$ cat src/rtl/gun_fire_ctrl.sv
// Per-channel light-gun trigger-to-shot controller: synchroniser, firing FSM, ammo and cooldown.
// Optional TRIGGER_DEBOUNCE_EN adds a DEBOUNCE-cycle stability filter after the synchroniser.
module gun_fire_ctrl #(
  parameter int CHANNELS = 2,
  parameter int AMMO_MAX = 3,
  parameter int COOLDOWN = 4,
  parameter int DEBOUNCE = 8,
  localparam int AW = $clog2(AMMO_MAX + 1)
) (
  input  logic                   clk,
  input  logic                   reset_n,
  input  logic [CHANNELS-1:0]    trigger,
  input  logic [CHANNELS-1:0]    reload,
  input  logic                   round_clr,
  output logic [CHANNELS-1:0]    shot,
  output logic [CHANNELS-1:0]    empty,
  output logic [CHANNELS*AW-1:0] ammo,
  output logic [CHANNELS*3-1:0]  state
);

  typedef enum logic [2:0] {
    S_RELOAD = 3'b000,
    S_HOLD   = 3'b001,
    S_COOL   = 3'b010,
    S_SHOT   = 3'b011,
    S_EMPTY  = 3'b100
  } state_e;

  // Counter holds at most COOLDOWN-1; keep at least one bit when COOLDOWN is 0 or 1.
  localparam int CW = (COOLDOWN < 2) ? 1 : $clog2(COOLDOWN);
  localparam logic [AW-1:0] AMMO_FULL = AW'(AMMO_MAX);

  if (CHANNELS < 1 || CHANNELS > 8 || AMMO_MAX < 1 || AMMO_MAX > 15 ||
      COOLDOWN < 0 || DEBOUNCE < 1) begin : g_bad_param
    $error("gun_fire_ctrl: parameter out of range");
  end

  for (genvar i = 0; i < CHANNELS; i++) begin : g_ch
    logic [1:0]    sync_q, sync_d;
    logic          trig_q;
    state_e        state_q, state_d;
    logic [AW-1:0] ammo_q, ammo_d;
    logic [CW-1:0] cool_q, cool_d;
    logic          shot_q, shot_d;
    logic          empty_q, empty_d;

    // sync_q[1] is the metastability-settled trigger level.
    always_comb begin
      sync_d = {sync_q[0], trigger[i]};
    end

    // NOTE: reset is in the sensitivity list, so it takes effect without a clock edge.
    always_ff @(posedge clk or negedge reset_n) begin
      if (!reset_n) begin
        sync_q <= '0;
      end else begin
        // NOTE: non-blocking so every flop samples pre-edge values; blocking here would collapse the chain.
        sync_q <= sync_d;
      end
    end

`ifdef TRIGGER_DEBOUNCE_EN
    localparam int DW = $clog2(DEBOUNCE + 1);
    logic          trig_d;
    logic [DW-1:0] db_q, db_d;

    // trig_q follows the synchronised level only after DEBOUNCE consecutive disagreeing cycles.
    always_comb begin
      trig_d = trig_q;
      db_d   = '0;
      if (sync_q[1] != trig_q) begin
        if (db_q == DW'(DEBOUNCE - 1)) trig_d = sync_q[1];
        else                           db_d   = db_q + DW'(1);
      end
    end

    always_ff @(posedge clk or negedge reset_n) begin
      if (!reset_n) begin
        trig_q <= 1'b0;
        db_q   <= '0;
      end else begin
        trig_q <= trig_d;
        db_q   <= db_d;
      end
    end
`else
    assign trig_q = sync_q[1];
`endif

    always_ff @(posedge clk or negedge reset_n) begin
      if (!reset_n) begin
        state_q <= S_RELOAD;
        ammo_q  <= AMMO_FULL;
        cool_q  <= '0;
      end else begin
        state_q <= state_d;
        ammo_q  <= ammo_d;
        cool_q  <= cool_d;
      end
    end

    always_comb begin
      // NOTE: defaults first give every path a value, so no latch is inferred.
      state_d = state_q;
      ammo_d  = ammo_q;
      cool_d  = cool_q;
      case (state_q)
        S_RELOAD: if (!trig_q) state_d = (ammo_q != '0) ? S_HOLD : S_EMPTY;
        S_HOLD: begin
          if (trig_q) begin
            state_d = S_SHOT;
            ammo_d  = ammo_q - AW'(1);
          end
        end
        S_SHOT: begin
          if (COOLDOWN == 0) begin
            state_d = S_RELOAD;
          end else begin
            state_d = S_COOL;
            cool_d  = CW'(COOLDOWN - 1);
          end
        end
        S_COOL: begin
          if (cool_q == '0) state_d = S_RELOAD;
          else              cool_d  = cool_q - CW'(1);
        end
        S_EMPTY: if (reload[i]) state_d = S_RELOAD;
        default: state_d = S_RELOAD;
      endcase
      // A refill overrides a same-edge decrement; the shot itself still fires.
      if (reload[i]) ammo_d = AMMO_FULL;
      if (round_clr) begin
        state_d = S_RELOAD;
        ammo_d  = AMMO_FULL;
        cool_d  = '0;
      end
    end

    // Outputs decoded from the next state and registered, so they are glitch-free.
    always_comb begin
      shot_d  = (state_d == S_SHOT);
      empty_d = (state_d == S_EMPTY);
    end

    always_ff @(posedge clk or negedge reset_n) begin
      if (!reset_n) begin
        shot_q  <= 1'b0;
        empty_q <= 1'b0;
      end else begin
        shot_q  <= shot_d;
        empty_q <= empty_d;
      end
    end

    assign shot[i]            = shot_q;
    assign empty[i]           = empty_q;
    assign ammo[i*AW +: AW]   = ammo_q;
    assign state[i*3 +: 3]    = state_q;
  end

endmodule
$ cat config.mk
export PLATFORM = sky130hd
export DESIGN_NAME = gun_fire_ctrl
export DESIGN_NICKNAME = d
export VERILOG_FILES = /design/src/rtl/gun_fire_ctrl.sv
export SDC_FILE = /design/constraint.sdc
export NUM_CORES = 1
export LEC_CHECK = 0
export ABC_AREA = 1
export BUFFER_PORTS_ARGS = -buffer_cell sky130_fd_sc_hd__buf_2
export CAP_MARGIN = 20
export CORE_MARGIN = 8
export CORE_UTILIZATION = 45
export CTS_CLUSTER_SIZE = 40
export DETAILED_ROUTE_END_ITERATION = 6
export PLACE_DENSITY_LB_ADDON = 0.15
export RECOVER_POWER = 50
export SYNTH_ARGS = -nofsm -noshare
export SYNTH_HDL_FRONTEND = slang
export SYNTH_SLANG_ARGS = --single-unit
$ cat constraint.sdc
create_clock -name clk -period 1.47 [get_ports clk]
set_input_delay 0.294 -clock clk [delete_from_list [all_inputs] [get_ports clk]]
set_output_delay 0.294 -clock clk [all_outputs]
set_load 0.005 [all_outputs]
==> impl_metrics.yaml, run 1 <==
sta:
  fin_setup_tns_ns: 0
  period_share_pct: 87.3
  timing.final.crit_period_ns: 1.28
  final-hold-violation-count: 0
  slew_violations: 0
  fin_skew_ns: 0.00554
  grt_setup_unrepaired: "no"
  setup-violations-final: 0
  hold_slack_ns: 0.0802
  max_freq_mhz: 779
  max_slew_margin_pct: 65.2
  worstMarginPinSlew_ns: 0.523
  fin_ws_ns: 0.187
hold_path:
  hold_class: "primary input to flip-flop"
  min_path_cells: 1
  worstHoldEndpoint: "g_ch[0].sync_q[0]"
  hp-start: "trigger[0]"
worst_setup_path:
  rr_worst_depth: 5
  regToRegEndpoint: "g_ch[0].shot_q"
  end_kind: "flip-flop"
  slowest_stage: "dfstp_2"
  r2r_slack_ns: 0.19
  timing.rr.start: "g_ch[0].ammo_q[0]"
  start_kind: "flip-flop"
  slowest_delay_ns: 0.56
  required_ns: 1.72
  crit_type: "flip-flop to flip-flop"
  cp_cell_sequence: "inv_1, ha_1, o21ai_0, nand3_1, nor2_1"
  path_max_fanout: 3
  arrival_ns: 1.53
yosys:
  yosys.area.top_type_share_pct: 42.5
  synthTopCellsByArea: "dfrtp_1 (43%), dfstp_2 (9.9%), nor2_1 (8.5%)"
  syn_area_um2: 1060
  ys_seq_area_share_pct: 52.4
  yosysWarnings: 0
  synthesis.nets: 137
  syn_avg_cell_area_um2: 8.41
  synth_cell_types: 16
  synth_top_cell_by_area: "dfrtp_1"
  synth-seq-cells: 22
  syn_inst: 126
power_and_ir_drop:
  finalPower_mw: 1.30
  pwr-share-clk_pct: 35.5
  power_density_nw_per_um2: 1070
  ir_drop_mv: 0.719
  p_int_mw: 0.981
  power_frac_seq_pct: 51.6
  p_leak_nw: 0.694
  comb_power_share_pct: 12.9
  p_sw_share_pct: 24.7
  power_switching_mw: 0.322
layout:
  layout_commonest_cell: "nor2_1"
  final_nets: 158
  most-common-layout-cells: "nor2_1 (25), inv_1 (23), nand2_1 (18), dfrtp_1 (18), buf_2 (18)"
  area_delta_synth_final_pct: 15.0
  final_util_pct: 55.1
  antenna_cells: 0
  drive_above_1_share_pct: 19.9
  finalNonFillerCells: 174
  final_area_um2: 1220
  fillers: 214
grt:
  grt_first_pass_wirelength_um: 3760
  gr-usage-met3_pct: 2.58
  grt_max_degree: 23
  busiest_layer: "met2"
  antenna_found_initial: 0
  grt_usage_pct: 11.1
  met1_usage_pct: 13.1
  grt-ovfl-total: 0
  grtUsageMet2_pct: 18.4
  grt_pass1_vias: 862
clock_network:
  cts_buffers: 3
  cts_resized: 0
  clock_latency_ns: 0.31
  clk_path_buf_depth: 2
  cts_tree: "yes"
  htreeDepth: 1
  clock_sinks: 22
  root_buffer: "clkbuf_4"
  path_clk_slew_ns: 0.13
route:
  drt-pass1-iter-count: 4
  wl_per_cell_um: 11.8
  drtAntennaViolNets: 0
  viasPerCell: 4.84
  drt_iter0_markers: 40
  dr_total_vias: 843
  drc: 0
  wl_um: 2060
floorplan:
  die_height_um: 64.5
  num_rows: 17
  dieArea_um2: 4160
  initial_core_util_pct: 47.9
  io_pins: 21
  core_area_um2: 2210
  die_w_um: 64.5
placement:
  dp_cells: 169
  hpwl_um: 1580
  globalplace.congestion: 0.785
  placed_cell_area_um2: 1160
  place_ws_ns: 0.208
  portBuffers: 20
run_status:
  outcome: "finished clean"
job:
  drv_cap: 0
-- worst max-delay path by stage --
stage / startpoint / end / slack [ns] / cells past startpoint
after floorplan: g_ch[0].ammo_q[0] / g_ch[0].shot_q / 0.30 / 5
after detailed placement: g_ch[0].ammo_q[0] / g_ch[0].shot_q / 0.21 / 5
after global placement: g_ch[0].ammo_q[0] / g_ch[0].shot_q / 0.27 / 5
final: g_ch[0].ammo_q[0] / g_ch[0].shot_q / 0.19 / 5
after global routing: g_ch[1].ammo_q[0] / g_ch[1].shot_q / 0.08 / 5
after CTS: g_ch[0].ammo_q[0] / ammo[0] / 0.17 / 1
-- logic make-up after synthesis --
group                    count (synthesis)  share of synthesized area [%]
adder cells (fa/ha/maj)                  4                           4.72
AO/OA/AOI/OAI                            8                           4.25
buffers and inverters                   28                           11.5
flip-flops                              22                           52.4
AND/OR/NAND/NOR                         64                           27.2
-- power by group through the flow --
stage	Sequential (mW)	Combinational [mW]	Clock, mW
2_1_floorplan	0.679	0.112	0
3_3_place_gp	0.682	0.163	0
3_5_place_dp	0.684	0.170	0
4_1_cts	0.672	0.173	0.476
5_1_grt	0.678	0.202	0.491
6_report	0.672	0.168	0.463
-- flip-flops by register name (all words and copies together) (netlist names) --
name	cells
g_ch.ammo_q	4
g_ch.sync_q	4
g_ch.state_q	6
g_ch.cool_q	4
g_ch.shot_q	2
g_ch.empty_q	2
-- Yosys cell counts (all sizes together) --
library cell and number:
o211ai 2, nor2 26, nand3 12, dfrtp 18, nand2 18, ha 4, nand3b 2, o21ai 2
dfstp 4, a21oi 4, nand4 6, buf 5, inv 23
-- area by class of cell --
| class | instances | area, um2 | area share [%] |
|---|---|---|---|
| Sequential cell | 22 | 556 | 45.6 |
| Clock buffer | 3 | 22.5 | 1.85 |
| Inverter | 23 | 86.3 | 7.08 |
| Timing Repair Buffer | 21 | 109 | 8.93 |
| Clock inverter | 1 | 30.0 | 2.46 |
| Multi-Input combinational cell | 76 | 380 | 31.2 |
| Tap cell | 28 | 35.0 | 2.87 |
-- repair_timing --
action / CTS / global route
hold buffers: 1 / 0
endpoints found under the hold margin: 18 / 0
endpoints found under the setup margin: 0 / 0
buffers inserted: 0 / 0
-- layer usage --
| layer | routed length [um] | vias up |
|---|---|---|
| li1 | - | 435 |
| met1 | 960 | 395 |
| met2 | 1000 | 11 |
| met3 | 78 | 2 |
| met4 | 17 | 0 |
| met5 | 0 | - |
-- worst max-delay path: cells and delay by family (launching register included) --
kind	cells	cell delay, ns
DFF	1	0.56
and+or+nand+nor	2	0.24
adders and majority gates	1	0.20
AOI/OAI and AO/OA	1	0.17
buffers and inverters	1	0.05
Power figures use the tool's default switching activity.
==> run 2, diff against run 1 <==
Clock period 1.47 ns to 1.3 ns, I/O delays scaled along.
==> impl_metrics.yaml, run 2 (synthesis results as in run 1) <==
floorplan:
  initial_core_util_pct: 47.9
  core_area_um2: 2210
  dieArea_um2: 4160
  die_height_um: 64.5
  io_pins: 21
  num_rows: 17
  die_w_um: 64.5
sta:
  fin_setup_tns_ns: 0
  setup-violations-final: 0
  fin_ws_ns: 0.0642
  hold_slack_ns: 0.0520
  period_share_pct: 95.1
  final-hold-violation-count: 0
  max_slew_margin_pct: 65.6
  worstMarginPinSlew_ns: 0.516
  fin_skew_ns: 0.00382
  slew_violations: 0
  timing.final.crit_period_ns: 1.24
  grt_setup_unrepaired: "no"
  max_freq_mhz: 809
layout:
  finalNonFillerCells: 174
  largest_register: "g_ch.state_q"
  largest_register_ffs: 6
  final_area_um2: 1210
  area_delta_synth_final_pct: 13.8
  layout_commonest_cell: "nor2_1"
  final_nets: 158
  antenna_cells: 0
  regArea_um2: 556
  most-common-layout-cells: "nor2_1 (24), inv_1 (23), nand2_1 (18), dfrtp_1 (18), buf_2 (17)"
  multi_input_area_um2: 385
  drive_above_1_share_pct: 20.5
  fillers: 220
route:
  wl_um: 2030
  drt-pass1-iter-count: 4
  drtAntennaViolNets: 0
  wl_per_cell_um: 11.6
  drt_iter0_markers: 21
  dr_total_vias: 833
  drc: 0
  viasPerCell: 4.79
job:
  drv_cap: 0
clock_network:
  path_clk_slew_ns: 0.12
  clock_latency_ns: 0.30
  clk_path_buf_depth: 2
  clock_sinks: 22
  cts_tree: "yes"
  htreeDepth: 1
  postCtsSetupRepairBufs: 0
  cts_buffers: 3
  root_buffer: "clkbuf_4"
grt:
  antenna_found_initial: 0
  grt_pass1_vias: 831
  grt-ovfl-total: 0
  grt_usage_pct: 10.6
  grt_first_pass_wirelength_um: 3550
  grt_max_degree: 23
power_and_ir_drop:
  power_density_nw_per_um2: 1090
  ir_drop_mv: 0.594
  p_leak_nw: 0.681
worst_setup_path:
  startpoint: "g_ch[1].ammo_q[0]"
  start_kind: "flip-flop"
  critical_path.top_delay_family: "flip-flops"
  slowest_delay_ns: 0.56
  cp_cell_sequence: "buf_2"
  timing.rr.start: "g_ch[0].ammo_q[0]"
  crit_type: "flip-flop to output port"
  slowest_stage: "dfstp_2"
  required_ns: 1.04
  end_kind: "output port"
  arrival_ns: 0.98
  path_max_fanout: 3
  critical_path_buf_inv_count: 1
placement:
  placed_cell_area_um2: 1160
  dp_cells: 169
  hpwl_um: 1580
  place_ws_ns: 0.0349
  portBuffers: 20
  globalplace.congestion: 0.785
hold_path:
  hold_class: "primary input to flip-flop"
  hp-start: "trigger[1]"
run_status:
  outcome: "finished clean"
==> run 2: worst paths after layout <==
check | endpoint | slack [ns] | depth (start not counted)
worst max-delay path | ammo[2] | 0.06 | 1
worst min register to register | g_ch[1].sync_q[1] | 0.36 | 0
min in group asynchronous | g_ch[1].shot_q | 0.44 | 2
worst min-delay path | g_ch[1].sync_q[0] | 0.05 | 1
max in group asynchronous | g_ch[0].ammo_q[0] | 0.49 | 2
worst max register to register | g_ch[0].shot_q | 0.07 | 5
==> run 2: final cells by class <==
class | count | share of cell area, %
sequential | 22 | 46.1
timing repair buffer | 21 | 8.92
tap | 28 | 2.90
clock buffer | 4 | 3.01
multi-input combinational | 76 | 32.0
inverter | 23 | 7.16
==> run 2: per-stage QoR <==
stage | utilization [%] | power (mW)
floorplan | - | 0.895
global placement | 52.4 | 0.956
detailed placement | 52.4 | 0.964
CTS | 54.5 | 1.34
global route | 54.5 | 1.40
finish | 54.5 | 1.32
==> run 2: worst reg2reg max path, delay by kind of cell (launching register included) <==
kind / cells / cell delay (ns)
AOI/OAI and AO/OA: 1 / 0.12
and+or+nand+nor: 2 / 0.23
adders and majority gates: 1 / 0.20
DFF: 1 / 0.56
buffers and inverters: 1 / 0.06
==> run 2: report_power, final <==
group          switching (mW)  internal [mW]
registers              0.0335          0.727
logic                   0.117         0.0724
clock network           0.199          0.171
total                   0.350          0.970
==> run 2: per-layer routing <==
metal	GRT usage, %	share of wire [%]	up-vias
met3	2.41	3.6	2
met1	12.8	47	382
met4	5.72	0.84	0
met5	0	0	-
li1	-	-	436
met2	17.0	48	13
==> run 2: repair_timing <==
item / CTS / global route
gates resized for setup: 0 / 3
hold endpoints to repair: 18 / 0
endpoints found under the setup margin: 0 / 3
hold buffers: 1 / 0
==> run 3, diff against run 2 <==
Settings changed: CTS_BUF_LIST set to sky130_fd_sc_hd__clkbuf_8.
==> impl_metrics.yaml, run 3 (synthesis results as in run 1) <==
placement:
  dp_cells: 169
  globalplace.congestion: 0.785
  hpwl_um: 1580
  portBuffers: 20
sta:
  hold_slack_ns: 0.0971
  final-hold-violation-count: 0
  fin_skew_ns: 0.00507
  max_freq_mhz: 811
  grt_setup_unrepaired: "yes"
  worstMarginPinSlew_ns: 0.525
  timing.final.crit_period_ns: 1.23
  setup-violations-final: 0
  max_slew_margin_pct: 65.0
  period_share_pct: 94.8
  slew_violations: 0
power_and_ir_drop:
  ir_drop_mv: 0.630
  p_int_mw: 1.07
  p_leak_nw: 0.696
  pwr-share-clk_pct: 33.8
  finalPower_mw: 1.44
  power_switching_mw: 0.367
  power_density_nw_per_um2: 1170
  p_sw_share_pct: 25.6
  power_frac_seq_pct: 53.0
  comb_power_share_pct: 13.2
layout:
  area_delta_synth_final_pct: 15.5
  multi_input_area_um2: 383
  final_util_pct: 55.3
  most-common-layout-cells: "nor2_1 (24), inv_1 (23), nand2_1 (18), dfrtp_1 (18), buf_2 (18)"
  drive_above_1_share_pct: 20.5
  finalNonFillerCells: 174
  largest_register_ffs: 6
  antenna_cells: 0
  regArea_um2: 556
  layout_commonest_cell: "nor2_1"
  largest_register: "g_ch.state_q"
  fillers: 223
  final_nets: 158
clock_network:
  clock_latency_ns: 0.26
  clk_path_buf_depth: 2
  clock_sinks: 22
  path_clk_slew_ns: 0.08
  cts_tree: "yes"
  htreeDepth: 1
  postCtsSetupRepairBufs: 0
  cts_buffers: 3
  root_buffer: "clkbuf_8"
floorplan:
  die_w_um: 64.5
  die_height_um: 64.5
  io_pins: 21
  initial_core_util_pct: 47.9
  num_rows: 17
  dieArea_um2: 4160
  core_area_um2: 2210
worst_setup_path:
  timing.rr.start: "g_ch[0].ammo_q[0]"
  start_kind: "flip-flop"
  cp_cell_sequence: "inv_1, ha_1, o21ai_1, nand3_1, nor2_1"
  slowest_stage: "dfstp_2"
  required_ns: 1.49
  slowest_delay_ns: 0.55
  regToRegEndpoint: "g_ch[0].shot_q"
  arrival_ns: 1.42
  path_max_fanout: 3
  end_kind: "flip-flop"
  r2r_slack_ns: 0.07
  crit_type: "flip-flop to flip-flop"
  rr_worst_depth: 5
grt:
  antenna_found_initial: 0
  grt_first_pass_wirelength_um: 3570
  grt_pass1_vias: 838
  grt_max_degree: 23
  grt-ovfl-total: 0
  grt_usage_pct: 10.7
route:
  wl_per_cell_um: 11.8
  wl_um: 2050
  drt-pass1-iter-count: 4
  drc: 0
  viasPerCell: 4.87
  dr_total_vias: 847
  drt_iter0_markers: 16
  drtAntennaViolNets: 0
run_status:
  outcome: "finished clean"
hold_path:
  min_path_cells: 1
  worstHoldEndpoint: "g_ch[1].sync_q[0]"
  hold_class: "primary input to flip-flop"
  hp-start: "trigger[1]"
job:
  drv_cap: 0
## run 3: cell types whose count changed in the layout (fill, tap and decap cells not counted)
cell	previous run	this run
ha_2	1	0
clkbuf_8	1	4
ha_1	3	4
clkbuf_4	3	0
clkbuf_1	2	1
buf_2	17	18
## run 3: power by group through the flow
| stage | registers [mW] | clock network, mW | logic (mW) |
|---|---|---|---|
| 3_5_place_dp | 0.774 | 0 | 0.190 |
| 4_1_cts | 0.761 | 0.501 | 0.193 |
| 2_1_floorplan | 0.768 | 0 | 0.127 |
| 3_3_place_gp | 0.771 | 0 | 0.184 |
| 5_1_grt | 0.767 | 0.522 | 0.225 |
| 6_report | 0.760 | 0.486 | 0.190 |
## run 3: metal layers
layer	up-vias	GRT usage [%]	wire length [um]
li1	435	-	-
met1	386	12.7	936
met2	21	17.3	974
met3	5	2.41	92
met4	0	6.54	43
met5	-	0	0
## run 3: layout make-up
type	instances	share of cell area, %
multi-input combinational	76	31.3
inverter	23	7.06
clock buffer	4	4.50
timing repair buffer	21	8.90
tap	28	2.86
sequential	22	45.4
## run 3: worst max-delay path by stage
| stage | start | to | slack (ns) | depth (start not counted) |
|---|---|---|---|---|
| 2_1_floorplan | g_ch[0].ammo_q[0] | g_ch[0].shot_q | 0.13 | 5 |
| 3_3_place_gp | g_ch[0].ammo_q[0] | g_ch[0].shot_q | 0.1 | 5 |
| 3_5_place_dp | g_ch[0].ammo_q[0] | g_ch[0].shot_q | 0.03 | 5 |
| 4_1_cts | g_ch[0].ammo_q[0] | g_ch[0].shot_q | 0.02 | 5 |
| 5_1_grt | g_ch[1].ammo_q[0] | g_ch[1].shot_q | -0.02 | 5 |
| 6_report | g_ch[0].ammo_q[0] | g_ch[0].shot_q | 0.07 | 5 |
## run 3: metrics by stage
step	setup TNS, ns	instance area, um2	setup WS [ns]
4_1_cts	0	1220	0.0177
3_3_place_gp	0	1160	0.0984
6_report	0	1220	0.0677
3_5_place_dp	0	1160	0.0349
5_1_grt	-0.0159	1220	-0.0159
2_1_floorplan	0	1060	0.130
## run 3: critical path: cells and delay by family, from the launching register on
family / cells / cell delay (ns)
DFF: 1 / 0.55
buffers and inverters: 1 / 0.06
and+or+nand+nor: 2 / 0.23
adders and majority gates: 1 / 0.20
AOI/OAI and AO/OA: 1 / 0.13
## run 3: repair_timing
item,in CTS,in global routing
resized for setup,0,2
hold endpoints to repair,18,0
hold buffers,1,0
setup endpoints to repair,0,3
